==> src/rtl/mul_pkg.sv <==
// mul_pkg: shared definitions for the iterative shift-add multiplier.
//   state_e    : FSM encoding (IDLE=2'b00, RUN=2'b01, DONE=2'b10)
//   WIDTH      : operand/result width (32)
//   ITER_LAST  : counter value of the last RUN iteration (31)
//   R0_ADDR    : integer register r0 index (writes to it are dropped)
//   calc_ovf   : overflow of a 64-bit product against a 32-bit result
package mul_pkg;

    localparam int WIDTH     = 32;
    localparam int ITER_LAST = 31;
    localparam logic [4:0] R0_ADDR = 5'd0;

    typedef enum logic [1:0] {
        ST_IDLE = 2'b00,
        ST_RUN  = 2'b01,
        ST_DONE = 2'b10
    } state_e;

    // A product overflows when its high word is not the extension of the
    // low word: zero-extension for MULTU, sign-extension of bit 31 for MULT.
    function automatic logic calc_ovf(input logic [63:0] prod, input logic is_sgn);
        logic r;
        if (is_sgn) begin
            r = (prod[63:32] != {32{prod[31]}});
        end else begin
            r = (prod[63:32] != 32'd0);
        end
        return r;
    endfunction

endpackage

==> src/rtl/mul_negate.sv <==
// mul_negate: combinational 64-bit two's complement negate with select.
//   in_i  [63:0] : value
//   neg_i        : 1 = output -in_i, 0 = output in_i unchanged
//   out_o [63:0] : result
module mul_negate (
    input  logic [63:0] in_i,
    input  logic        neg_i,
    output logic [63:0] out_o
);

    // Conditional two's complement.
    always_comb begin
        if (neg_i) begin
            out_o = ~in_i + 64'd1;
        end else begin
            out_o = in_i;
        end
    end

endmodule

==> src/rtl/mul_unit.sv <==
// mul_unit: multi-cycle shift-add multiplier for MULT/MULTU feeding the
// register file write port. One operation in flight at a time.
//   clk, rst              : clock, synchronous active-high reset
//   start                 : request, sampled only in IDLE
//   is_signed             : 1 = MULT, 0 = MULTU
//   op_a, op_b [0:31]     : multiplicand / multiplier (bit 0 = MSB)
//   dest_addr [0:4]       : destination register index
//   dest_ftpt             : 1 = destination in FP register bank
//   busy                  : operation in flight (RUN or DONE)
//   done                  : one-cycle result pulse
//   wr_en                 : register file write enable (never for integer r0)
//   wr_addr [0:4]         : latched destination index
//   wr_data [0:31]        : low word of the product
//   wr_ftpt               : latched FP-bank select
//   ovf                   : product does not fit in 32 bits; valid with done
// Optional build macro MUL_EARLY_TERM_EN: leave RUN as soon as the remaining
// multiplier bits are all zero (variable latency, identical results).
module mul_unit
    import mul_pkg::*;
#(
    parameter int WIDTH = 32,
    parameter int CNT_W = 6
) (
    input  logic             clk,
    input  logic             rst,
    input  logic             start,
    input  logic             is_signed,
    input  logic [0:WIDTH-1] op_a,
    input  logic [0:WIDTH-1] op_b,
    input  logic [0:4]       dest_addr,
    input  logic             dest_ftpt,
    output logic             busy,
    output logic             done,
    output logic             wr_en,
    output logic [0:4]       wr_addr,
    output logic [0:WIDTH-1] wr_data,
    output logic             wr_ftpt,
    output logic             ovf
);

    state_e             state_q, state_d;
    logic [63:0]        acc_q, acc_d;
    logic [32:0]        mcand_q, mcand_d;
    logic [31:0]        mplier_q, mplier_d;
    logic [CNT_W-1:0]   cnt_q, cnt_d;
    logic               sign_q, sign_d;
    logic               sgn_mode_q, sgn_mode_d;
    logic [4:0]         dst_addr_q, dst_addr_d;
    logic               dst_ftpt_q, dst_ftpt_d;

    logic               busy_q, busy_d;
    logic               done_q, done_d;
    logic               wr_en_q, wr_en_d;
    logic [4:0]         wr_addr_q, wr_addr_d;
    logic [31:0]        wr_data_q, wr_data_d;
    logic               wr_ftpt_q, wr_ftpt_d;
    logic               ovf_q, ovf_d;

    logic               neg_a_s, neg_b_s;
    logic [63:0]        a_ext_s, b_ext_s;
    logic [63:0]        a_mag_s, b_mag_s;
    logic [63:0]        prod_s;
    logic [63:0]        addend_s;
    logic               last_s;
    logic               unused_s;

    // Operand magnitudes: sign-extend only for MULT, then negate negatives.
    // 0x80000000 becomes +2^31, which is why the multiplicand keeps 33 bits.
    assign neg_a_s = is_signed & op_a[0];
    assign neg_b_s = is_signed & op_b[0];
    assign a_ext_s = {{32{neg_a_s}}, op_a};
    assign b_ext_s = {{32{neg_b_s}}, op_b};

    mul_negate u_neg_a (
        .in_i  (a_ext_s),
        .neg_i (neg_a_s),
        .out_o (a_mag_s)
    );

    mul_negate u_neg_b (
        .in_i  (b_ext_s),
        .neg_i (neg_b_s),
        .out_o (b_mag_s)
    );

    // Final sign fix applied to the accumulated magnitude.
    mul_negate u_neg_res (
        .in_i  (acc_q),
        .neg_i (sign_q),
        .out_o (prod_s)
    );

    assign unused_s = ^{a_mag_s[63:33], b_mag_s[63:32]};

    assign addend_s = {31'd0, mcand_q} << cnt_q;

`ifdef MUL_EARLY_TERM_EN
    assign last_s = (cnt_q == CNT_W'(ITER_LAST)) || (mplier_q[31:1] == 31'd0);
`else
    assign last_s = (cnt_q == CNT_W'(ITER_LAST));
`endif

    // Next-state and output logic for the IDLE/RUN/DONE sequence.
    always_comb begin
        state_d    = state_q;
        acc_d      = acc_q;
        mcand_d    = mcand_q;
        mplier_d   = mplier_q;
        cnt_d      = cnt_q;
        sign_d     = sign_q;
        sgn_mode_d = sgn_mode_q;
        dst_addr_d = dst_addr_q;
        dst_ftpt_d = dst_ftpt_q;
        done_d     = 1'b0;
        wr_en_d    = 1'b0;
        wr_addr_d  = wr_addr_q;
        wr_data_d  = wr_data_q;
        wr_ftpt_d  = wr_ftpt_q;
        ovf_d      = ovf_q;

        case (state_q)
            ST_IDLE: begin
                if (start) begin
                    acc_d      = 64'd0;
                    mcand_d    = a_mag_s[32:0];
                    mplier_d   = b_mag_s[31:0];
                    cnt_d      = {CNT_W{1'b0}};
                    sign_d     = is_signed & (op_a[0] ^ op_b[0]);
                    sgn_mode_d = is_signed;
                    dst_addr_d = dest_addr;
                    dst_ftpt_d = dest_ftpt;
                    state_d    = ST_RUN;
                end else begin
                    state_d    = ST_IDLE;
                end
            end
            ST_RUN: begin
                if (mplier_q[0]) begin
                    acc_d = acc_q + addend_s;
                end else begin
                    acc_d = acc_q;
                end
                mplier_d = mplier_q >> 1;
                cnt_d    = cnt_q + CNT_W'(1);
                if (last_s) begin
                    state_d = ST_DONE;
                end else begin
                    state_d = ST_RUN;
                end
            end
            ST_DONE: begin
                done_d    = 1'b1;
                // Integer r0 is hardwired; suppress the write but still finish.
                wr_en_d   = ~((~dst_ftpt_q) && (dst_addr_q == R0_ADDR));
                wr_addr_d = dst_addr_q;
                wr_data_d = prod_s[31:0];
                wr_ftpt_d = dst_ftpt_q;
                ovf_d     = calc_ovf(prod_s, sgn_mode_q);
                state_d   = ST_IDLE;
            end
            default: begin
                state_d = ST_IDLE;
            end
        endcase

        busy_d = (state_d != ST_IDLE);
    end

    // State and output registers with synchronous reset (aborts any operation).
    always_ff @(posedge clk) begin
        if (rst) begin
            state_q    <= ST_IDLE;
            acc_q      <= 64'd0;
            mcand_q    <= 33'd0;
            mplier_q   <= 32'd0;
            cnt_q      <= {CNT_W{1'b0}};
            sign_q     <= 1'b0;
            sgn_mode_q <= 1'b0;
            dst_addr_q <= 5'd0;
            dst_ftpt_q <= 1'b0;
            busy_q     <= 1'b0;
            done_q     <= 1'b0;
            wr_en_q    <= 1'b0;
            wr_addr_q  <= 5'd0;
            wr_data_q  <= 32'd0;
            wr_ftpt_q  <= 1'b0;
            ovf_q      <= 1'b0;
        end else begin
            state_q    <= state_d;
            acc_q      <= acc_d;
            mcand_q    <= mcand_d;
            mplier_q   <= mplier_d;
            cnt_q      <= cnt_d;
            sign_q     <= sign_d;
            sgn_mode_q <= sgn_mode_d;
            dst_addr_q <= dst_addr_d;
            dst_ftpt_q <= dst_ftpt_d;
            busy_q     <= busy_d;
            done_q     <= done_d;
            wr_en_q    <= wr_en_d;
            wr_addr_q  <= wr_addr_d;
            wr_data_q  <= wr_data_d;
            wr_ftpt_q  <= wr_ftpt_d;
            ovf_q      <= ovf_d;
        end
    end

    assign busy    = busy_q;
    assign done    = done_q;
    assign wr_en   = wr_en_q;
    assign wr_addr = wr_addr_q;
    assign wr_data = wr_data_q;
    assign wr_ftpt = wr_ftpt_q;
    assign ovf     = ovf_q;

endmodule

==> config.mk <==
export PLATFORM = sky130hd
export DESIGN_NAME = mul_unit
export DESIGN_NICKNAME = d
export VERILOG_FILES = /design/src/rtl/mul_pkg.sv /design/src/rtl/mul_negate.sv /design/src/rtl/mul_unit.sv
export SDC_FILE = /design/constraint.sdc
export NUM_CORES = 1
export LEC_CHECK = 0
export BUFFER_PORTS_ARGS = -buffer_cell sky130_fd_sc_hd__clkbuf_2
export CAP_MARGIN = 20
export CORE_MARGIN = 3
export CORE_UTILIZATION = 50
export CTS_CLUSTER_SIZE = 28
export DETAILED_ROUTE_END_ITERATION = 12
export PLACE_DENSITY_LB_ADDON = 0.12
export SETUP_SLACK_MARGIN = 0.3
export SLEW_MARGIN = 20
export SYNTH_ARGS = -nofsm -noshare
export SYNTH_HDL_FRONTEND = slang
export SYNTH_SLANG_ARGS = --single-unit
==> constraint.sdc <==
create_clock -name clk -period 10.8 [get_ports clk]
set_input_delay 2.16 -clock clk [delete_from_list [all_inputs] [get_ports clk]]
set_output_delay 2.16 -clock clk [all_outputs]
set_load 0.05 [all_outputs]
# --- After elaboration in Yosys (flattened, before gate mapping) ---
# Index checks and enable logic that the tools add are counted.
totals:
  input_bits: 74
  word_cells: 63
  reg_bits: 187
op_classes:
  n_addsub: 5
  reduce_logical: 10
  muxes: 15
  n_bitwise: 10
  n_shift: 1
  eq_ne: 6
op_table:
  columns: ["cell", "count"]
  rows:
  - ["$mux W64", 3]
  - ["$pmux W64 S2", 1]
  - ["$add A64 B1 Y64 const B", 1]
  - ["$add A64 B64 Y64", 1]
  - ["$mux W32", 2]
  - ["$not A64 Y64", 1]
  - ["$pmux W32 S2", 1]
  - ["$shl A33 B6 Y64", 1]
  - ["$add A33 B1 Y33 const B", 1]
  - ["$mux W33", 1]
  - ["$not A33 Y33", 1]
  - ["$add A32 B1 Y32 const B", 1]
  - ["$ne A32 B32 Y1", 1]
  - ["$not A32 Y32", 1]
  - ["$reduce_bool A32 Y1", 1]
  - ["$pmux W6 S2", 1]
  - ["$add A6 B1 Y6 const B", 1]
  - ["$eq A6 B5 Y1 const B", 1]
  - ["$mux W6", 1]
  - ["$logic_not A5 Y1", 1]
  - ["$ne A2 B2 Y1 const B", 2]
  - ["$pmux W2 S2", 1]
  - ["$reduce_and A2 Y1", 2]
  - ["$reduce_bool A2 Y1", 2]
  - ["11 further kinds", 17]

# --- Depth between registers and ports, before layout ---
# Gate-level depths: netlist of the first run.
depth:
  ltp_word: 5
  depth_mapped: 24
  ltp_nobuf: 20

# --- Modules after synthesis ---
# A second synthesis of the first run with hierarchy kept.
hier_totals:
  hier_cells: 2351
  area_unflattened_um2: 17655.7
by_module_without_submodules:
  columns: ["module", "area_per_inst_um2", "cells_per_inst", "instances"]
  rows:
  - ["mul_unit", 12827.3, 1742, 1]
  - ["mul_negate (u_neg_a ...)", 1649.1, 206, 2]
  - ["mul_negate (u_neg_b)", 1530.2, 197, 1]

# --- Least setup slack after synthesis of the first run ---
# OpenSTA, ideal clock, no wires.
synth_timing:
  path_kind: "register -> register"
  from: "reg cnt_q[1]"
  to: "reg acc_q[60]"
  synth_period_minus_slack_ps: 5059
  path_buffers: 5
  arrival_ps: 4985
  stages_incl_launch_ff: 22
  setup_ps: 74
  t_required_ps: 10726
  setup_slack_ps: 5741
  cell_sequence: "dfxtp_1 -> clkbuf_1 -> buf_1 -> clkbuf_1 -> buf_1 -> mux4_2 -> mux2_2 -> o21ai_0 -> mux2i_1 -> and2_1 -> ha_1 -> clkbuf_1 -> and4_1 -> nand3_1 -> nor4_1 -> o21ai_0 -> a21oi_1 -> nor3b_1 -> o31ai_1 -> a41oi_1 -> xor2_1 -> o21ai_0"
synth_between:
  elab_chain_len: 4
synth_rtl:
  columns: ["item", "line", "text"]
  rows:
  - ["start: declaration", "mul_unit.sv:45", "logic [CNT_W-1:0] cnt_q, cnt_d;"]
  - ["start signal: assignment", "mul_unit.sv:176", "cnt_q <= {CNT_W{1'b0}};"]
  - ["start signal: assignment", "mul_unit.sv:193", "cnt_q <= cnt_d;"]
  - ["$shl A33 B6 Y64", "mul_unit.sv:95", "assign addend_s = {31'd0, mcand_q} << cnt_q;"]
  - ["$add A64 B64 Y64", "mul_unit.sv:139", "acc_d = acc_q + addend_s;"]
  - ["$mux W64", "mul_unit.sv:138", "if (mplier_q[0]) begin"]
  - ["$pmux W64 S2", "mul_unit.sv:121", "case (state_q)"]
  - ["end signal: assignment", "mul_unit.sv:173", "acc_q <= 64'd0;"]
  - ["end signal: assignment", "mul_unit.sv:190", "acc_q <= acc_d;"]
  - ["end: declaration", "mul_unit.sv:42", "logic [63:0] acc_q, acc_d;"]
# Every way passes these cells. The select of a mux whose other input is x is not followed.
# A chain may end at the register's enable or synchronous reset.

# --- Worst setup path in the final report of the first run ---
layout_timing:
  from: "reg cnt_q[1]"
  to: "reg acc_q[51]"
# The elaborated chain is that of the path after synthesis.

==> reports/qor.yml, run 1 <==
run_status:
  outcome: "complete, no violations"
synthesis:
  synth_cell_types: 83
  synth_top_family_by_area: "compound AO/OA/AOI/OAI gates"
  netlist_instances: 2081
  syn_nets: 2223
  avgSynthCellArea_um2: 7.534
  synth_compound_area_share_pct: 26.93
  ys_ff_latch: 187
  synth-simple-area-share_pct: 23.17
  yosys_warnings: 0
  async_reset_ff_share_pct: 0
  muxShareOfSynthArea_pct: 6.999
  synth_area_um2: 15680
  ys.flop_type: "dfxtp_1"
  seq_area_frac_synth_pct: 23.88
  synthAdderAreaFrac_pct: 5.474
  synth_xor_xnor_area_share_pct: 9.329
  synth_edf_count: 0
die:
  die_y_um: 183.1
  rows: 64
  dieArea_um2: 33520
  start_util_pct: 50.99
  core-area_um2: 30750
  io_pins: 116
  die_w_um: 183.1
placement:
  placed_area_um2: 16360
  dp.final_hpwl_um: 38690
  io_buffers: 115
  place_congestion: 1.011
  dp_cells: 2471
sta:
  setup_viol: 0
  max_freq_mhz: 170.3
  worstMarginPinSlew_ns: 1.144
  relSlewSlack_pct: 23.05
  rsz0062_at_grt: "no"
  slew_violations: 0
  fin_crit_ns: 5.872
  skew_ns: 0.01489
  hold_viol: 0
  min_period_over_period_pct: 54.37
  hold_ws_ns: 0.4560
  fin_setup_tns_ns: 0
clock_network:
  cts.repair.resized: 0
  cts.sinks: 187
  cts_tree: "built"
  holdBufCountCts: 0
  clk_latency_ns: 0.47
  cts_setup_buffers: 0
  cts-root-buf: "clkbuf_16"
  clkTransAtPathRegs_ns: 0.08
  cts_buffer_depth: 2
  cts_max_level: 4
  cts_buffers: 17
hold_path:
  min_path_type: "reg2reg"
cells_and_area:
  regArea_um2: 3749
  drive_gt1_share_pct: 11.30
  instances_no_fill: 2503
  nFillCells: 3002
  multi_input_area_um2: 11290
  nets: 2236
  stdcell_area_um2: 16960
  antenna_cells: 0
  area_growth_pct: 8.148
global_routing:
  grt.total_usage_pct: 29.22
  grt_pass1_wl_um: 79250
  grt_max_degree: 101
  antenna_found_initial: 0
  grt_overflow_total: 0
  grt_pass1_vias: 14580
drt:
  met1Wirelength_um: 22920
  wl_met2_um: 22250
  drt-total-wl_um: 49710
  vias: 15690
  met3_wirelength_um: 3119
  ant_nets: 0
  drt_pass1_iterations: 9
  wl_per_cell_um: 19.86
  drc: 0
  avgViaCountPerCell: 6.270
  drtIter0Drc: 1314
  highest_layer: "met4"
worst_setup_path:
  critical_path_class: "reg2reg"
  cp-start-kind: "flop"
  critPathArrivalTime_ns: 6.26
  cp_data_required_time_ns: 11.19
  cp_cell_sequence: "mux2_2 -> o21ai_0 -> nor2_1 -> a21oi_1 -> a21o_1 -> nor2_1 -> a31oi_1 -> o22ai_1 -> ha_1 -> a21o_1 -> a21o_1 -> a21o_1 -> nand4b_1 -> o2111ai_1 -> nand2_1 -> a21boi_0 -> o221ai_1 -> xnor2_1 -> o21ai_0"
  crit_fanout: 43
  cp_common_cell: "a21o_1"
  end_kind: "flop"
  critPathSlowestCell: "dfxtp_2"
  worst_path_largest_cell_delay_ns: 0.93
power_and_ir_drop:
  p_leak_nw: 6.876
  total_power_mw: 1.791
  p_per_area_nw_per_um2: 105.6
  ir_drop_mv: 0.1138
run:
  max-cap-violations: 0
-- final timing paths --
check,from,to,slack (ns),cells past startpoint
max,cnt_q[1],acc_q[51],4.93,19
min,dst_addr_q[4],wr_addr[0],0.46,2
max reg2reg,cnt_q[1],acc_q[51],4.93,19
min reg2reg,dst_addr_q[4],wr_addr[0],0.46,2
-- per-stage QoR --
step,setup WS (ns),util [%]
detailed placement,5.099,53.21
CTS,5.081,55.14
global route,4.370,55.14
finish,4.928,55.14
global placement,5.055,53.21
floorplan,5.741,-
-- cells in the mapped netlist (all sizes together), types with 19 or more instances --
cell / number / area share (%)
o31ai: 24 / 1.2
nand3: 35 / 1.1
dfxtp: 187 / 24
nand2: 224 / 5.4
o21ai: 148 / 4.7
a31oi: 22 / 0.88
inv: 37 / 0.89
mux2i: 50 / 3.2
a22oi: 31 / 1.5
clkbuf: 119 / 2.8
a211oi: 64 / 3.1
or3: 26 / 1.1
nor3: 27 / 0.93
a21oi: 143 / 4.6
a21o: 42 / 2.0
nand4: 22 / 0.88
and2: 28 / 1.1
nor4: 33 / 1.6
xnor2: 80 / 4.5
o22ai: 19 / 0.76
xor2: 87 / 4.9
ha: 67 / 5.3
a222oi: 30 / 1.9
nor2: 270 / 6.5
-- state kept, by name, summed over array words and instances (netlist names) --
signal      count
acc_q          64
busy            1
cnt_q           6
done            1
dst_addr_q      5
dst_ftpt_q      1
mcand_q        33
mplier_q       32
ovf             1
sgn_mode_q      1
sign_q          1
state_q         2
wr_addr         5
wr_data        32
wr_en           1
wr_ftpt         1
-- where the power goes --
group	internal (mW)	leakage [nW]	switching, mW
Sequential	0.712	1.52	0.0319
Combinational	0.156	5.07	0.260
Clock	0.314	0.285	0.318
-- final cells by class --
| cell class | count | share of cell area [%] |
|---|---|---|
| Multi-Input combinational cell | 1721 | 66.58 |
| Sequential cell | 187 | 22.11 |
| Timing Repair Buffer | 130 | 4.073 |
| Tap cell | 396 | 2.922 |
| Clock buffer | 18 | 2.590 |
| Clock inverter | 14 | 0.9076 |
| Inverter | 37 | 0.8191 |
-- critical path: cells and delay by family, from the launching register on --
family / cells / cell delay (ns)
AOI/OAI and AO/OA: 12 / 3.32
DFF: 1 / 0.93
and+or+nand+nor: 4 / 0.52
adders and majority gates: 1 / 0.43
xor gates and xnor gates: 1 / 0.17
muxes: 1 / 0.42
-- logic make-up after synthesis --
kind of cell	after synthesis
adders and majority gates	68
AOI/OAI and AO/OA	637
and+or+nand+nor	764
xor gates and xnor gates	167
muxes	85
buffers and inverters	173
DFF	187
-- cell usage in the layout, fill, tap and decap left out, types with 28 or more instances in the layout --
cell / n
dfxtp_1: 183
clkbuf_2: 114
a21oi_1: 143
nand2_1: 224
a22oi_1: 31
xor2_1: 87
nand3_1: 35
a21o_1: 42
mux2i_1: 50
nor2_1: 269
a211oi_1: 63
nor4_1: 28
xnor2_1: 80
o21ai_0: 147
inv_1: 36
ha_1: 67
a222oi_1: 30
-- metal layers --
layer,GRT usage [%],vias up
li1,-,7723
met1,40.58,7298
met2,46.74,590
met3,4.383,83
met4,9.750,0
met5,0,-
Power figures use the tool's default switching activity.
==> run 2, diff against run 1 <==
==> constraint.sdc (replaced) <==
create_clock -name clk -period 5 [get_ports clk]
set_input_delay 1 -clock clk [delete_from_list [all_inputs] [get_ports clk]]
set_output_delay 1 -clock clk [all_outputs]
set_load 0.05 [all_outputs]
==> reports/qor.yml, run 2 (synthesis gave the netlist of run 1 again) <==
cells_and_area:
  largest_reg_flops: 64  # unchanged
  reg.largest.list: "acc_q x64, mcand_q x33"
  final_common_cell: "nor2_1"
  regMostFlops: "acc_q"
  area_growth_pct: 14.76
  nets: 2346  # +4.9%
  post-route-util_pct: 58.51  # +3.4 points
  drive_gt1_share_pct: 17.28  # +6.0 points
  final_cell_mix: "nor2_1 (268), nand2_1 (224), dfxtp_1 (183)"
sta:
  setup_viol: 0  # unchanged
  fin_crit_ns: 4.532  # -1.340 ns
  hold_viol: 0  # unchanged
  skew_ns: 0.01507  # +0.0001822 ns
  slew_violations: 0  # unchanged
  max_freq_mhz: 220.7  # +30%
  worstMarginPinSlew_ns: 0.9098  # -0.2339 ns
  rsz0062_at_grt: "yes"
  relSlewSlack_pct: 39.35  # +16 points
  fin_setup_tns_ns: 0  # unchanged
  min_period_over_period_pct: 90.64  # +36 points
worst_setup_path:
  crit_buf_inv: 3  # +3
  crit_fanout: 13  # -70%
  end_kind: "flop"
  critical_path_class: "reg2reg"
  critPathSlowestCell: "dfxtp_4"
  cp_cell_sequence: "buf_4 -> mux2i_1 -> o21ai_0 -> mux2i_1 -> or2_2 -> mux2i_1 -> and2_1 -> ha_1 -> buf_4 -> a21o_1 -> a31oi_2 -> o22a_1 -> nand4b_1 -> o2111ai_4 -> a211oi_2 -> buf_4 -> o2111ai_1 -> nand3_1 -> xnor2_1 -> o21ai_0"
  cp-start-kind: "flop"
  path_delay_family: "compound AO/OA/AOI/OAI gates"
  worst_path_largest_cell_delay_ns: 0.42  # -0.51 ns
  critPathArrivalTime_ns: 4.92  # -1.34 ns
  cp_data_required_time_ns: 5.39  # -5.80 ns
power_and_ir_drop:
  ir_drop_mv: 0.2184  # +92%
  p_per_area_nw_per_um2: 220.1  # +110%
  p_int_mw: 2.649  # +120%
  total_power_mw: 3.960  # +120%
  p_sw_share_pct: 33.10  # -0.92 points
  p_seq_share_pct: 40.3  # -1.2 points
  p_leak_nw: 7.441  # +8.2%
  power_frac_clock_pct: 34.4  # -0.9 points
  p_switching_mw: 1.310  # +120%
  comb_power_share_pct: 25.3  # +2.1 points
drt:
  wl_per_cell_um: 19.97  # +0.54%
  drt_pass1_iterations: 6  # -3
  drc: 0  # unchanged
  vias: 16100  # +2.6%
  ant_nets: 0  # unchanged
  drt-total-wl_um: 52190  # +5.0%
  drtIter0Drc: 1279  # -2.7%
  avgViaCountPerCell: 6.160  # -1.8%
run_status:
  outcome: "complete, no violations"
clock_network:
  cts_buffers: 17  # unchanged
  clk_latency_ns: 0.46  # about the same
  clkTransAtPathRegs_ns: 0.07  # about the same
  cts_tree: "built"
  cts_buffer_depth: 2  # unchanged
  holdBufCountCts: 0  # unchanged
  cts_max_level: 4  # unchanged
  cts-root-buf: "clkbuf_16"
  cts.sinks: 187  # unchanged
global_routing:
  grt_use_met3_pct: 3.887  # -0.50 points
  grt_max_degree: 92  # -8.9%
  antenna_found_initial: 0  # unchanged
  met1_usage_pct: 42.84  # +2.3 points
  grt_overflow_total: 0  # unchanged
  grt_util_met2_pct: 49.19  # +2.4 points
  busiest_layer: "met2"
  grt.total_usage_pct: 30.95  # +1.7 points
  grt_pass1_wl_um: 83230  # +5.0%
  grt_pass1_vias: 15140  # +3.8%
die:
  dieArea_um2: 33520  # unchanged
  die_y_um: 183.1  # unchanged
  io_pins: 116  # unchanged
  die_w_um: 183.1  # unchanged
  start_util_pct: 50.99  # unchanged
  core-area_um2: 30750  # unchanged
  rows: 64  # unchanged
hold_path:
  min_path_type: "reg2reg"
placement:
  io_buffers: 115  # unchanged
  dp.final_hpwl_um: 40920  # +5.8%
  place_congestion: 0.9855  # -2.5%
run:
  max-cap-violations: 0  # unchanged
-- run 2: worst paths after layout --
kind               start           to  slack (ns)  cells after the start
max             cnt_q[1]    acc_q[59]        0.47                     20
min          wr_data[31]  wr_data[31]        0.46                      2
max reg2reg     cnt_q[1]    acc_q[59]        0.47                     20
min reg2reg  wr_data[31]  wr_data[31]        0.46                      2
-- run 2: layout make-up --
type                       instances  area [um^2]
antenna                            1        2.502
clock buffer                      17        425.4
clock inverter                    15        158.9
fill                            3012        12760
inverter                          37        138.9
multi-input combinational       1721        11470
sequential                       187         3754
tap                              396        495.5
timing repair buffer             240         1545
-- run 2: what timing repair did --
action | CTS | global route
buffers inserted | 0 | 3
setup endpoints to repair | 10 | 22
pin swaps | 0 | 11
gates resized for setup | 6 | 53
gates cloned | 0 | 0
-- run 2: per-layer routing --
layer	share of wire [%]	vias up
li1	-	7950
met1	45	7437
met2	45	605
met3	6.4	110
met4	3.5	0
met5	0	-
-- run 2: through the flow --
| stage | setup slack (ns) | hold WS (ns) | instances | instance area [um^2] |
|---|---|---|---|---|
| after floorplan | 0.3153 | 0.4396 | 2081 | 15690 |
| after global placement | 0.2902 | 0.4446 | 2578 | 17200 |
| after detailed placement | 0.1633 | 0.4498 | 2578 | 17200 |
| after CTS | 0.2583 | 0.4608 | 2610 | 17810 |
| after global routing | 0.2351 | 0.4828 | 2613 | 17990 |
| final | 0.4680 | 0.4556 | 2614 | 17990 |
-- run 2: tightest hold or removal path, stage by stage (launching register included) --
cell     delay, ns
dfxtp_1       0.31
nand2_1       0.05
a21oi_1       0.05
-- run 2: power by group through the flow --
stage	combinational, mW	sequential (mW)	clock (mW)
final	1.00	1.60	1.36
after global routing	1.10	1.60	1.45
after CTS	0.983	1.59	1.39
after detailed placement	0.978	1.63	0
after global placement	0.966	1.63	0
after floorplan	0.659	1.60	0
